File: config.mk
export PLATFORM = sky130hd
export DESIGN_NAME = seven_segment_scanner
export DESIGN_NICKNAME = d
export VERILOG_FILES = /design/src/rtl/seven_segment_scanner.sv
export SDC_FILE = /design/constraint.sdc
export NUM_CORES = 1
export LEC_CHECK = 0
export BUFFER_PORTS_ARGS = -buffer_cell sky130_fd_sc_hd__buf_4
export CORE_MARGIN = 5
export CORE_UTILIZATION = 33
export DETAILED_ROUTE_END_ITERATION = 8
export PLACE_DENSITY = 0.59
export REMOVE_ABC_BUFFERS = 1
export SLEW_MARGIN = 40
export SYNTH_ARGS = -nofsm -noshare
export SYNTH_HDL_FRONTEND = slang
export SYNTH_SLANG_ARGS = --single-unit
File: constraint.sdc
create_clock -name clk -period 4.9 [get_ports clk]
set_clock_uncertainty 0.05 [all_clocks]
set_input_delay 1.47 -clock clk [delete_from_list [all_inputs] [get_ports clk]]
set_output_delay 1.47 -clock clk [all_outputs]
set_load 0.1 [all_outputs]
File: src/rtl/seven_segment_scanner.sv
// Multiplexed N-digit common-anode 7-segment driver with frame snapshots,
// PWM brightness, per-digit blink and leading-zero suppression.
module seven_segment_scanner #(
  parameter int DIGITS       = 4,
  parameter int SCAN_DIV     = 65536,
  parameter int BLINK_FRAMES = 64
) (
  input  logic                  clk,
  input  logic                  rst,
  input  logic [4*DIGITS-1:0]   nums,
  input  logic [DIGITS-1:0]     dp,
  input  logic [DIGITS-1:0]     blink_mask,
  input  logic [3:0]            brightness,
  input  logic                  lz_en,
  input  logic [1:0]            switchMode,
  output logic [6:0]            display,
  output logic                  dp_out,
  output logic [DIGITS-1:0]     digit
);

  localparam int SW = $clog2(SCAN_DIV);
  localparam int IW = $clog2(DIGITS);
  localparam int FW = $clog2(BLINK_FRAMES) + 1;

  localparam logic [SW-1:0] SCAN_LAST  = SW'(SCAN_DIV - 1);
  localparam logic [IW-1:0] IDX_LAST   = IW'(DIGITS - 1);
  localparam logic [FW-1:0] FRAME_LAST = FW'(BLINK_FRAMES - 1);

  logic [SW-1:0]         scan_cnt_q, scan_cnt_d;
  logic [IW-1:0]         idx_q, idx_d;
  logic [3:0]            pwm_cnt_q, pwm_cnt_d;
  logic [FW-1:0]         frame_cnt_q, frame_cnt_d;
  logic                  blink_phase_q, blink_phase_d;
  logic                  started_q, started_d;
  logic [4*DIGITS-1:0]   snap_nums_q, snap_nums_d;
  logic [DIGITS-1:0]     snap_dp_q, snap_dp_d;
  logic [DIGITS-1:0]     snap_blink_q, snap_blink_d;
  logic [6:0]            display_q, display_d;
  logic                  dp_out_q, dp_out_d;
  logic [DIGITS-1:0]     digit_q, digit_d;

  logic                  tick;
  logic                  frame_start;
  logic                  upper_zero;
  logic [DIGITS-1:0]     lz_mask;
  logic [3:0]            next_code;
  logic                  next_dp;
  logic                  next_lz;
  logic                  cur_blink;
  logic [DIGITS-1:0]     cur_strobe;
  logic                  lit;

  function automatic logic [6:0] glyph(input logic [3:0] code, input logic manual);
    logic [6:0] seg;
    case (code)
      4'd0:    seg = 7'b1000000;
      4'd1:    seg = 7'b1111001;
      4'd2:    seg = 7'b0100100;
      4'd3:    seg = 7'b0110000;
      4'd4:    seg = 7'b0011001;
      4'd5:    seg = 7'b0010010;
      4'd6:    seg = 7'b0000010;
      4'd7:    seg = 7'b1111000;
      4'd8:    seg = 7'b0000000;
      4'd9:    seg = manual ? 7'b0101011 : 7'b0010000;
      4'd10:   seg = 7'b1000110;
      4'd11:   seg = 7'b0111111;
      4'd12:   seg = 7'b0100001;
      4'd13:   seg = 7'b1000111;
      4'd14:   seg = 7'b0000110;
      default: seg = manual ? 7'b1111111 : 7'b0101111;
    endcase
    return seg;
  endfunction

  // Slot timing, frame snapshot and blink phase bookkeeping.
  always_comb begin
    tick          = (scan_cnt_q == SCAN_LAST);
    frame_start   = tick && (idx_q == IDX_LAST);
    scan_cnt_d    = tick ? '0 : scan_cnt_q + 1'b1;
    idx_d         = idx_q;
    if (tick) begin
      idx_d = (idx_q == IDX_LAST) ? '0 : idx_q + 1'b1;
    end
    pwm_cnt_d     = pwm_cnt_q + 1'b1;
    started_d     = started_q | tick;
    snap_nums_d   = snap_nums_q;
    snap_dp_d     = snap_dp_q;
    snap_blink_d  = snap_blink_q;
    frame_cnt_d   = frame_cnt_q;
    blink_phase_d = blink_phase_q;
    if (frame_start) begin
      snap_nums_d  = nums;
      snap_dp_d    = dp;
      snap_blink_d = blink_mask;
      if (frame_cnt_q == FRAME_LAST) begin
        frame_cnt_d   = '0;
        blink_phase_d = ~blink_phase_q;
      end else begin
        frame_cnt_d = frame_cnt_q + 1'b1;
      end
    end
  end

  // Segment data looks at the snapshot as it will be after this edge, so the
  // first slot of a frame already shows the freshly captured digits.
  always_comb begin
    upper_zero = 1'b1;
    lz_mask    = '0;
    for (int i = DIGITS - 1; i >= 1; i--) begin
      upper_zero = upper_zero & (snap_nums_d[4*i +: 4] == 4'd0);
      lz_mask[i] = upper_zero;
    end
    next_code = 4'd0;
    next_dp   = 1'b0;
    next_lz   = 1'b0;
    for (int i = 0; i < DIGITS; i++) begin
      if (IW'(i) == idx_d) begin
        next_code = snap_nums_d[4*i +: 4];
        next_dp   = snap_dp_d[i];
        next_lz   = lz_mask[i];
      end
    end
    display_d = display_q;
    dp_out_d  = dp_out_q;
    if (tick) begin
      display_d = (lz_en && next_lz) ? 7'h7F : glyph(next_code, switchMode != 2'd0);
      dp_out_d  = ~next_dp;
    end
  end

  // Strobe follows idx/pwm by one clock; nothing lights before the first tick.
  always_comb begin
    cur_blink  = 1'b0;
    cur_strobe = '1;
    for (int i = 0; i < DIGITS; i++) begin
      if (IW'(i) == idx_q) begin
        cur_blink     = snap_blink_q[i];
        cur_strobe[i] = 1'b0;
      end
    end
    lit     = started_q && (pwm_cnt_q <= brightness) && !(blink_phase_q && cur_blink);
    digit_d = lit ? cur_strobe : '1;
  end

  always_ff @(posedge clk or negedge rst) begin
    if (!rst) begin
      scan_cnt_q    <= '0;
      idx_q         <= IDX_LAST;
      pwm_cnt_q     <= '0;
      frame_cnt_q   <= '0;
      blink_phase_q <= 1'b0;
      started_q     <= 1'b0;
      snap_nums_q   <= '0;
      snap_dp_q     <= '0;
      snap_blink_q  <= '0;
      display_q     <= 7'h7F;
      dp_out_q      <= 1'b1;
      digit_q       <= '1;
    end else begin
      scan_cnt_q    <= scan_cnt_d;
      idx_q         <= idx_d;
      pwm_cnt_q     <= pwm_cnt_d;
      frame_cnt_q   <= frame_cnt_d;
      blink_phase_q <= blink_phase_d;
      started_q     <= started_d;
      snap_nums_q   <= snap_nums_d;
      snap_dp_q     <= snap_dp_d;
      snap_blink_q  <= snap_blink_d;
      display_q     <= display_d;
      dp_out_q      <= dp_out_d;
      digit_q       <= digit_d;
    end
  end

  assign display = display_q;
  assign dp_out  = dp_out_q;
  assign digit   = digit_q;

endmodule

* Word level (Yosys, flattened, before mapping)
Cells that the tools add are included.
Storage, ports and cells: bits in read-only memories 0, memory bits (writable) 0, flip-flop bits (word level) 67, memories 0, input port bits 33, latch bits 0, output and inout bits 12, logic and storage cells 89
Cells by class: reductions and logical operators 14, shift operators 0, muxes and demuxes 30, $add $sub $neg 4, divide/modulo/power cells 0, bitwise logic cells 5, equality and inequality tests 23, magnitude comparators 1, multiply operators 0
Operator list (number):
- $pmux W7 S15 | 1
- $mux W16 | 2
- $eq A4 B4 Y1 const B | 7
- $mux W4 | 6
- $mux W7 | 3
- $add A16 B1 Y16 const B | 1
- $eq A16 B16 Y1 const B | 1
- $eq A4 B3 Y1 const B | 4
- $logic_not A4 Y1 | 4
- $mux W1 | 15
- $eq A2 B2 Y1 const A | 4
- $eq A4 B2 Y1 const B | 2
- $add A7 B1 Y7 const B | 1
- $eq A7 B6 Y1 const B | 1
- $mux W6 | 1
- $logic_and A1 B1 Y1 | 5
- $add A4 B1 Y4 const B | 1
- $eq A1 B2 Y1 const A | 2
- $eq A4 B1 Y1 const B | 1
- $le A4 B4 Y1 | 1
- $logic_not A2 Y1 | 2
- $mux W2 | 2
- $add A2 B1 Y2 const B | 1
- $and A1 B1 Y1 | 2
- other kinds (6) | 7

* Depth between registers and ports, before layout
Gate-level depths: netlist of run 1.
word-level depth 11, gate-level depth with buffers 13, mapped depth without buffers 12

* Worst setup path before layout of run 1
Ideal clock, no wire load.
kind input port to flip-flop, from in nums[11], to reg display_q[0], in the netlist display[0], data required time 4768 ps, buffers on the path 0, setup slack 2004 ps, stages on the path 8, arrival 2764 ps, library setup time 82 ps, path through nor4_1 -> nand3_1 -> o21ai_0 -> a31oi_1 -> a2bb2oi_1 -> o21ai_1 -> nor3_1 -> nor3_1
Between the ends: cells in the longest elaborated chain, start to end 9, elaborated cells on any way between the ends 27, those cells by class eq/ne (14); mux (8); bitwise (2); reduce/logical (3)
RTL lines:
- start, declared | line 10 | input logic [4*DIGITS-1:0] nums,
- $mux W16 (*) | line 92 | if (frame_start) begin
- $logic_not A4 Y1 | line 111 | upper_zero = upper_zero & (snap_nums_d[4*i +: 4] == 4'd0);
- $and A1 B1 Y1 (2 in a row) | line 111
- $mux W1 (3 in a row) | line 118 | if (IW'(i) == idx_d) begin
- $logic_and A1 B1 Y1 | line 127 | display_d = (lz_en && next_lz) ? 7'h7F : glyph(next_code, switchMode != 2'd0);
- $mux W7 (*) | line 127
- end signal, assigned | line 170 | display_q <= display_d;
- end, declared | line 38 | logic [6:0] display_q, display_d;
Every way passes the cells marked *; elsewhere a longest branch is shown, timed or not. A chain may end at the register's enable or synchronous reset.

* Worst setup path in the final report of run 1
from reg scan_cnt_q[0], to reg display_q[6], in the netlist display[6]
Between the ends: elaborated cells on any way between the ends 38, those cells by class eq/ne (18); mux (11); bitwise (2); reduce/logical (7)
RTL lines:
- start, declared | line 29 | logic [SW-1:0] scan_cnt_q, scan_cnt_d;
- start signal, assigned | line 161 | scan_cnt_q <= scan_cnt_d;
- $eq A16 B16 Y1 (*) | line 78 | tick = (scan_cnt_q == SCAN_LAST);
- $logic_and A1 B1 Y1 (*) | line 79 | frame_start = tick && (idx_q == IDX_LAST);
- $mux W16 (*) | line 92
- net snap_nums_d[3] | line 35 | logic [4*DIGITS-1:0] snap_nums_q, snap_nums_d;
- $mux W4 (*) (4 in a row) | line 118
- $eq A4 B4 Y1, or another cell as far along | line 55 | case (code)
- $pmux W7 S15 (*) | line 55
- $mux W7 (*) | line 127
The timed path passes the listed nets; every way through them passes the cells marked *.

==> results.toml, run 1 <==
[synthesis]
number_of_flops_mapped_to_enable_cells_by_yosys = 0
ys_types = 55
netlist_area_mm2 = 0.003446
post_synth_inst_count = 359
netlist_top_cells_area = "sky130_fd_sc_hd__dfrtp_1 38%, sky130_fd_sc_hd__dfstp_2 11%, sky130_fd_sc_hd__nand2_1 8.0%, sky130_fd_sc_hd__ha_1 4.0%, sky130_fd_sc_hd__nor2_1 3.4%"
netlist.top_cell.by_area = "sky130_fd_sc_hd__dfrtp_1"
synth.cells.most_frequent = "73 x sky130_fd_sc_hd__nand2_1, 53 x sky130_fd_sc_hd__dfrtp_1, 31 x sky130_fd_sc_hd__nor2_1, 15 x sky130_fd_sc_hd__nand3_1"
yosys_warnings = 0
synth_top_area_share_pct = 38.49
yosys_reg_bits = 67
synthesis.area_per_instance_um2 = 9.598
synth_ff_type = "sky130_fd_sc_hd__dfrtp_1"
synth.most_common_cell = "sky130_fd_sc_hd__nand2_1"
part_of_the_yosys_area_used_for_sequential_elements_pct = 49.16
synth_async_sr_flop_share_pct = 100.0

[sta]
hold_viol = 0
setup_tns_ns = 0
drv_slew = 0
period_utilisation_layout_pct = 70.60
highest_clock_rate_ghz = 0.2891
report.final.setup_viol = 0
tightest_slew_ns = 0.6440
timing.slew.headroom_pct = 56.92
min_period_ns = 3.459
rsz0062_at_grt = "false"

[cts]
clock_buffer_depth = 2
total_clock_buffers_created_by_cts = 9
cts-htree-levels = 3
cts.root.buffer_cell = "sky130_fd_sc_hd__clkbuf_8"
cts_tree = "yes"
insertion_delay_ns = 0.34
cts_num_sinks = 67
postCtsResizedCells = 0
cts_post_setup_buffers_inserted = 0
cts.reportedPaths.clkPinSlew_ns = 0.07
number_of_hold_repair_buffers_added_at_the_cts_stage = 0

[floorplan]
io-pin-count = 45
die_extent_in_y_um = 112.2
die_area_mm2 = 0.01259
core_area_mm2 = 0.01028
std_cell_rows = 37
die_w_um = 112.2
initial_core_util_pct = 33.53

[power]
swShare_pct = 21.22
p_seq_share_pct = 49.1
power_switching_mw = 0.2408
ir_worst_vdd_mv = 0.1335
internal_power_mw = 0.8936
power.static_leakage_nw = 1.888
power-per-cell-area_mw_per_mm2 = 274.2
power.share.combinational_pct = 4.4
share_clk_of_total_power_pct = 46.5

[global_route]
first_global_vias = 2730
gr-usage-all-layers_pct = 12.93
grt_first_pass_wirelength_mm = 13.31
grt_remaining_overflow = 0
grt_start_max_net_pins = 36
antenna_found_initial = 0

[critical_path]
cp-end-kind = "register"
path_cells = "ha_1 -> nand4_1 -> nor4_4 -> buf_4 -> nand2_2 -> mux2_2 -> nor2_1 -> o31ai_2 -> nand3_1 -> a41o_1 -> o22a_1"
timing.critical_path.slowest_cell_delay_ns = 0.49
slowest_stage = "sky130_fd_sc_hd__o31ai_2"
maximum_fanout_encountered_on_the_critical_timing_path = 32
timing.setup.critical_path_class = "register to register"
data_arrival_time_of_the_critical_path_ns = 3.67
launching_element_type_of_the_critical_path = "register"
cp.required_ns = 5.11

[final_layout]
share_of_final_layout_standard_cells_stronger_than_drive_strength_1_pct = 23.28
insertedDiodeCount = 0
filler_cell_count = 1069
synthToLayoutAreaGrowth_pct = 20.04
design.final.nets = 447
final_core_utilization_pct = 40.25

[routing]
drt-vias-per-instance = 4.945
wl_per_cell_um = 14.51
wirelength_mm = 7.893
detail_route.drc_violations = 0
drt_pre_antenna_iters = 4
first_iteration_detailed_routing_drc_count = 100
vias = 2690
postRouteAntennaNets = 0

[run_status]
run_status = "completed"

[placed_design]
post-dp-hpwl_mm = 5.692
placement.io_buffers = 44
global_placement_routability_congestion = 0.7816

[job]
maxCapViolations = 0

[min_path]
hp-class = "register to register"
[layer usage]
metal	wire (µm)	up-vias	track usage [%]
met5	0	-	0
met4	125	0	4.888
met3	357	13	3.181
met2	3576	55	19.63
met1	3834	1293	17.86
li1	-	1329	-
[path summary, 6_finish.rpt]
| path | end | slack [ns] | from | cells after the start |
|---|---|---|---|---|
| max | display[6]$_DFFE_PN1N_ | 1.44 | scan_cnt_q[0]$_DFF_PN0_ | 11 |
| min | started_q$_DFF_PN0_ | 0.42 | started_q$_DFF_PN0_ | 1 |
| max reg2reg | display[6]$_DFFE_PN1N_ | 1.44 | scan_cnt_q[0]$_DFF_PN0_ | 11 |
| min reg2reg | started_q$_DFF_PN0_ | 0.42 | started_q$_DFF_PN0_ | 1 |
| max in group asynchronous | display[2]$_DFFE_PN1N_ | 3.17 | rst | 2 |
| min in group asynchronous | pwm_cnt_q[1]$_DFF_PN0_ | 1.02 | rst | 1 |
[power by group through the flow]
stage	registers, mW	clock network (mW)	logic, mW
final	0.557	0.528	0.0498
after floorplan	0.567	0	0.0111
after global placement	0.567	0	0.0485
after detailed placement	0.567	0	0.0511
after CTS	0.557	0.539	0.0512
after global routing	0.557	0.566	0.0558
[sequential cells by signal, summed over array words and instances (netlist names)]
name,flops
blink_phase_q,1
scan_cnt_q,16
idx_q,2
pwm_cnt_q,4
snap_dp_q,4
digit,4
display,7
snap_blink_q,4
dp_out,1
started_q,1
frame_cnt_q,7
snap_nums_q,16
[cells by family (layout without fill, tap and decap cells)]
logic type | count (synthesis) | count (layout) | synth area share (%)
AOI/OAI and AO/OA | 68 | 68 | 14.45
xor gates and xnor gates | 18 | 18 | 4.575
adders and majority gates | 11 | 11 | 3.994
buffers and inverters | 28 | 77 | 3.631
DFF | 67 | 67 | 49.16
muxes | 10 | 10 | 3.050
and+or+nand+nor | 157 | 157 | 21.13
[layout make-up]
class	count	area, µm²	share of cell area [%]
Sequential cell	67	1694	40.96
Multi-Input combinational cell	264	1627	39.32
Timing Repair Buffer	47	365.4	8.832
Tap cell	136	170.2	4.114
Clock buffer	12	155.1	3.751
Clock inverter	4	72.57	1.754
Inverter	14	52.55	1.270
[critical path: cells and delay by family (launching register included)]
family | cells | cell delay (ns)
fa+ha+maj | 1 | 0.22
simple gates | 5 | 1.07
flops | 1 | 0.39
compound gates | 3 | 0.92
buf+inv | 1 | 0.35
mux | 1 | 0.38
[stage by stage]
step	cell area [µm²]	setup WS, ns	power, mW	hold slack, ns	std cells
6_report	4136	1.441	1.134	0.4200	544
5_1_grt	4136	1.113	1.179	0.4406	544
4_1_cts	4136	1.458	1.147	0.4208	544
3_5_place_dp	3909	1.466	0.6182	0.4024	528
3_3_place_gp	3889	1.584	0.6155	0.3976	527
2_1_floorplan	3373	1.193	0.5780	0.3824	345
[cells in the final DEF (no fill, tap or decap), types with 4 or more instances in the layout]
cell,synthesis,final
sky130_fd_sc_hd__clkbuf_8,0,11
sky130_fd_sc_hd__xor2_1,10,10
sky130_fd_sc_hd__o21ai_1,4,4
sky130_fd_sc_hd__and3_1,4,4
sky130_fd_sc_hd__nor3_1,6,6
sky130_fd_sc_hd__buf_4,3,46
sky130_fd_sc_hd__o21ai_0,12,12
sky130_fd_sc_hd__nand2_1,73,73
sky130_fd_sc_hd__nand3_1,15,15
sky130_fd_sc_hd__dfstp_2,14,14
sky130_fd_sc_hd__mux2i_1,6,6
sky130_fd_sc_hd__nand4_1,5,5
sky130_fd_sc_hd__a21oi_1,14,14
sky130_fd_sc_hd__a31oi_1,5,5
sky130_fd_sc_hd__xnor2_1,8,8
sky130_fd_sc_hd__mux2_2,4,4
sky130_fd_sc_hd__nor4_1,4,4
sky130_fd_sc_hd__a21o_1,4,4
sky130_fd_sc_hd__dfrtp_1,53,53
sky130_fd_sc_hd__nor2_1,31,31
sky130_fd_sc_hd__ha_1,11,11
sky130_fd_sc_hd__inv_1,13,13
Note: power is estimated with default switching activity, not from simulation.
==> run 2: changes to the inputs <==
==> constraint.sdc (replaced) <==
create_clock -name clk -period 3.55 [get_ports clk]
set_clock_uncertainty 0.05 [all_clocks]
set_input_delay 1.065 -clock clk [delete_from_list [all_inputs] [get_ports clk]]
set_output_delay 1.065 -clock clk [all_outputs]
set_load 0.1 [all_outputs]
==> results.toml, run 2 (synthesis gave the netlist of run 1 again) <==
[final_layout]
design.final.nets = 451
insertedDiodeCount = 0
multiInputGateArea_mm2 = 0.001627
filler_cell_count = 1026
final_core_utilization_pct = 40.11
final_design_area_no_fill_mm2 = 0.004123
share_of_final_layout_standard_cells_stronger_than_drive_strength_1_pct = 24.27
synthToLayoutAreaGrowth_pct = 19.64
biggest_registers_after_layout = "scan_cnt_q (16), snap_nums_q (16)"
mostFrequentLayoutCell = "sky130_fd_sc_hd__nand2_1"
sequential_cell_area_mm2 = 0.001694
mostFrequentLayoutCells = "73 x sky130_fd_sc_hd__nand2_1, 53 x sky130_fd_sc_hd__dfrtp_1, 50 x sky130_fd_sc_hd__buf_4"

[power]
fin_total_pwr_mw = 1.456
swShare_pct = 23.04
power.static_leakage_nw = 1.887
power.share.combinational_pct = 4.6
share_clk_of_total_power_pct = 42.6
ir_worst_vdd_mv = 0.1920
power-per-cell-area_mw_per_mm2 = 353.1
p_seq_share_pct = 52.8
power_switching_mw = 0.3354
internal_power_mw = 1.120

[critical_path]
cp-end-kind = "register"
launching_element_type_of_the_critical_path = "register"
data_arrival_time_of_the_critical_path_ns = 3.39
timing.setup.critical_path_class = "register to register"
path_cells = "ha_1 -> nand4_1 -> nor4_4 -> buf_4 -> nor2_1 -> a21oi_2 -> inv_2 -> a221o_1 -> nand3_1 -> and3_1 -> nor2_1 -> a221oi_2 -> o22a_1"
cp.required_ns = 3.78
cp_common_cell = "sky130_fd_sc_hd__nor2_1"
maximum_fanout_encountered_on_the_critical_timing_path = 11
slowest_stage = "sky130_fd_sc_hd__dfrtp_1"
timing.critical_path.slowest_cell_delay_ns = 0.40

[floorplan]
io-pin-count = 45
die_extent_in_y_um = 112.2
initial_core_util_pct = 33.53
die_area_mm2 = 0.01259
std_cell_rows = 37
core_area_mm2 = 0.01028
die_w_um = 112.2

[sta]
drv_slew = 0
hold_viol = 0
tightest_slew_ns = 0.6143
report.final.setup_viol = 0
min_period_ns = 3.159
highest_clock_rate_ghz = 0.3166
rsz0062_at_grt = "false"
period_utilisation_layout_pct = 88.97
timing.slew.headroom_pct = 58.77

[routing]
wl_per_cell_um = 13.90
dr_wl_met3_um = 317
vias = 2683
drt-vias-per-instance = 4.896
first_iteration_detailed_routing_drc_count = 127
wirelength_mm = 7.618
drt_pre_antenna_iters = 4
postRouteAntennaNets = 0
routedLengthMet1_mm = 3.781
dr.max_layer_used = "met4"
dr_wl_met2_mm = 3.408
detail_route.drc_violations = 0

[placed_design]
post-dp-hpwl_mm = 5.624
placement.io_buffers = 44
global_placement_routability_congestion = 0.8554
placement.cell_area_mm2 = 0.003926

[global_route]
grt_first_pass_wirelength_mm = 13.05
grt_start_max_net_pins = 68
antenna_found_initial = 0
grt_remaining_overflow = 0
first_global_vias = 2713
gr-usage-all-layers_pct = 12.64

[cts]
cts.root.buffer_cell = "sky130_fd_sc_hd__clkbuf_8"
number_of_hold_repair_buffers_added_at_the_cts_stage = 0
insertion_delay_ns = 0.34
postCtsResizedCells = 0
cts_post_setup_buffers_inserted = 0
clock_buffer_depth = 2
cts_tree = "yes"
total_clock_buffers_created_by_cts = 9
cts_num_sinks = 67
cts.reportedPaths.clkPinSlew_ns = 0.07
cts-htree-levels = 3

[min_path]
hp-class = "register to register"

[job]
maxCapViolations = 0

[run_status]
run_status = "completed"
-- run 2: cell types whose count changed in the layout (fill, tap and decap cells not counted) --
cell / delta
sky130_fd_sc_hd__clkinvlp_4: +1
sky130_fd_sc_hd__buf_6: +1
sky130_fd_sc_hd__buf_12: -1
sky130_fd_sc_hd__clkinv_2: +2
sky130_fd_sc_hd__buf_4: +4
sky130_fd_sc_hd__clkbuf_1: -1
sky130_fd_sc_hd__clkinv_4: +1
sky130_fd_sc_hd__clkbuf_8: -2
sky130_fd_sc_hd__bufinv_16: -1
-- run 2: stage by stage --
stage          cells  TNS [ns]  setup slack, ns  hold slack, ns
2_1_floorplan    345   -0.3534          -0.1566          0.3824
3_3_place_gp     532         0           0.5312          0.3984
3_5_place_dp     532         0           0.4206          0.4044
4_1_cts          548         0           0.3978          0.4208
5_1_grt          548         0           0.1132          0.4580
6_report         548         0           0.3915          0.4167
-- run 2: cell type report --
type	count	share of cell area, %
flip-flops and latches	67	41.09
multi-input cells	264	39.45
repair buffers	51	9.378
well taps	136	4.127
clock buffers	9	3.005
clock inverters	7	1.669
inverters	14	1.275
-- run 2: metal layers --
| metal | GRT usage, % | vias to the layer above |
|---|---|---|
| met5 | 0 | - |
| met4 | 3.926 | 0 |
| met3 | 2.911 | 9 |
| met2 | 19.31 | 61 |
| met1 | 17.83 | 1273 |
| li1 | - | 1340 |
-- run 2: power groups by stage --
stage | Clock, mW | Combinational (mW) | Sequential (mW)
floorplan | 0 | 0.0154 | 0.783
global placement | 0 | 0.0672 | 0.783
detailed placement | 0 | 0.0681 | 0.783
CTS | 0.643 | 0.0683 | 0.769
global route | 0.672 | 0.0751 | 0.769
finish | 0.620 | 0.0665 | 0.769
-- run 2: critical path: cells and delay by family, from the launching register on --
kind / cells / cell delay [ns]
AOI/OAI and AO/OA: 4 / 0.96
and+or+nand+nor: 6 / 1.09
DFF: 1 / 0.40
buffers and inverters: 2 / 0.38
adders and majority gates: 1 / 0.21
-- run 2: worst paths after layout --
check                                             start  depth (start not counted)                        to  slack, ns
worst max register to register  scan_cnt_q[0]$_DFF_PN0_                         13    display[1]$_DFFE_PN1N_       0.39
min in group asynchronous                           rst                          1    pwm_cnt_q[2]$_DFF_PN0_       0.65
worst min register to register   snap_dp_q[1]$_DFF_PN0_                          2    snap_dp_q[1]$_DFF_PN0_       0.42
worst max-delay path            scan_cnt_q[0]$_DFF_PN0_                         13    display[1]$_DFFE_PN1N_       0.39
max in group asynchronous                           rst                          1  scan_cnt_q[13]$_DFF_PN0_       2.37
worst min-delay path             snap_dp_q[1]$_DFF_PN0_                          2    snap_dp_q[1]$_DFF_PN0_       0.42
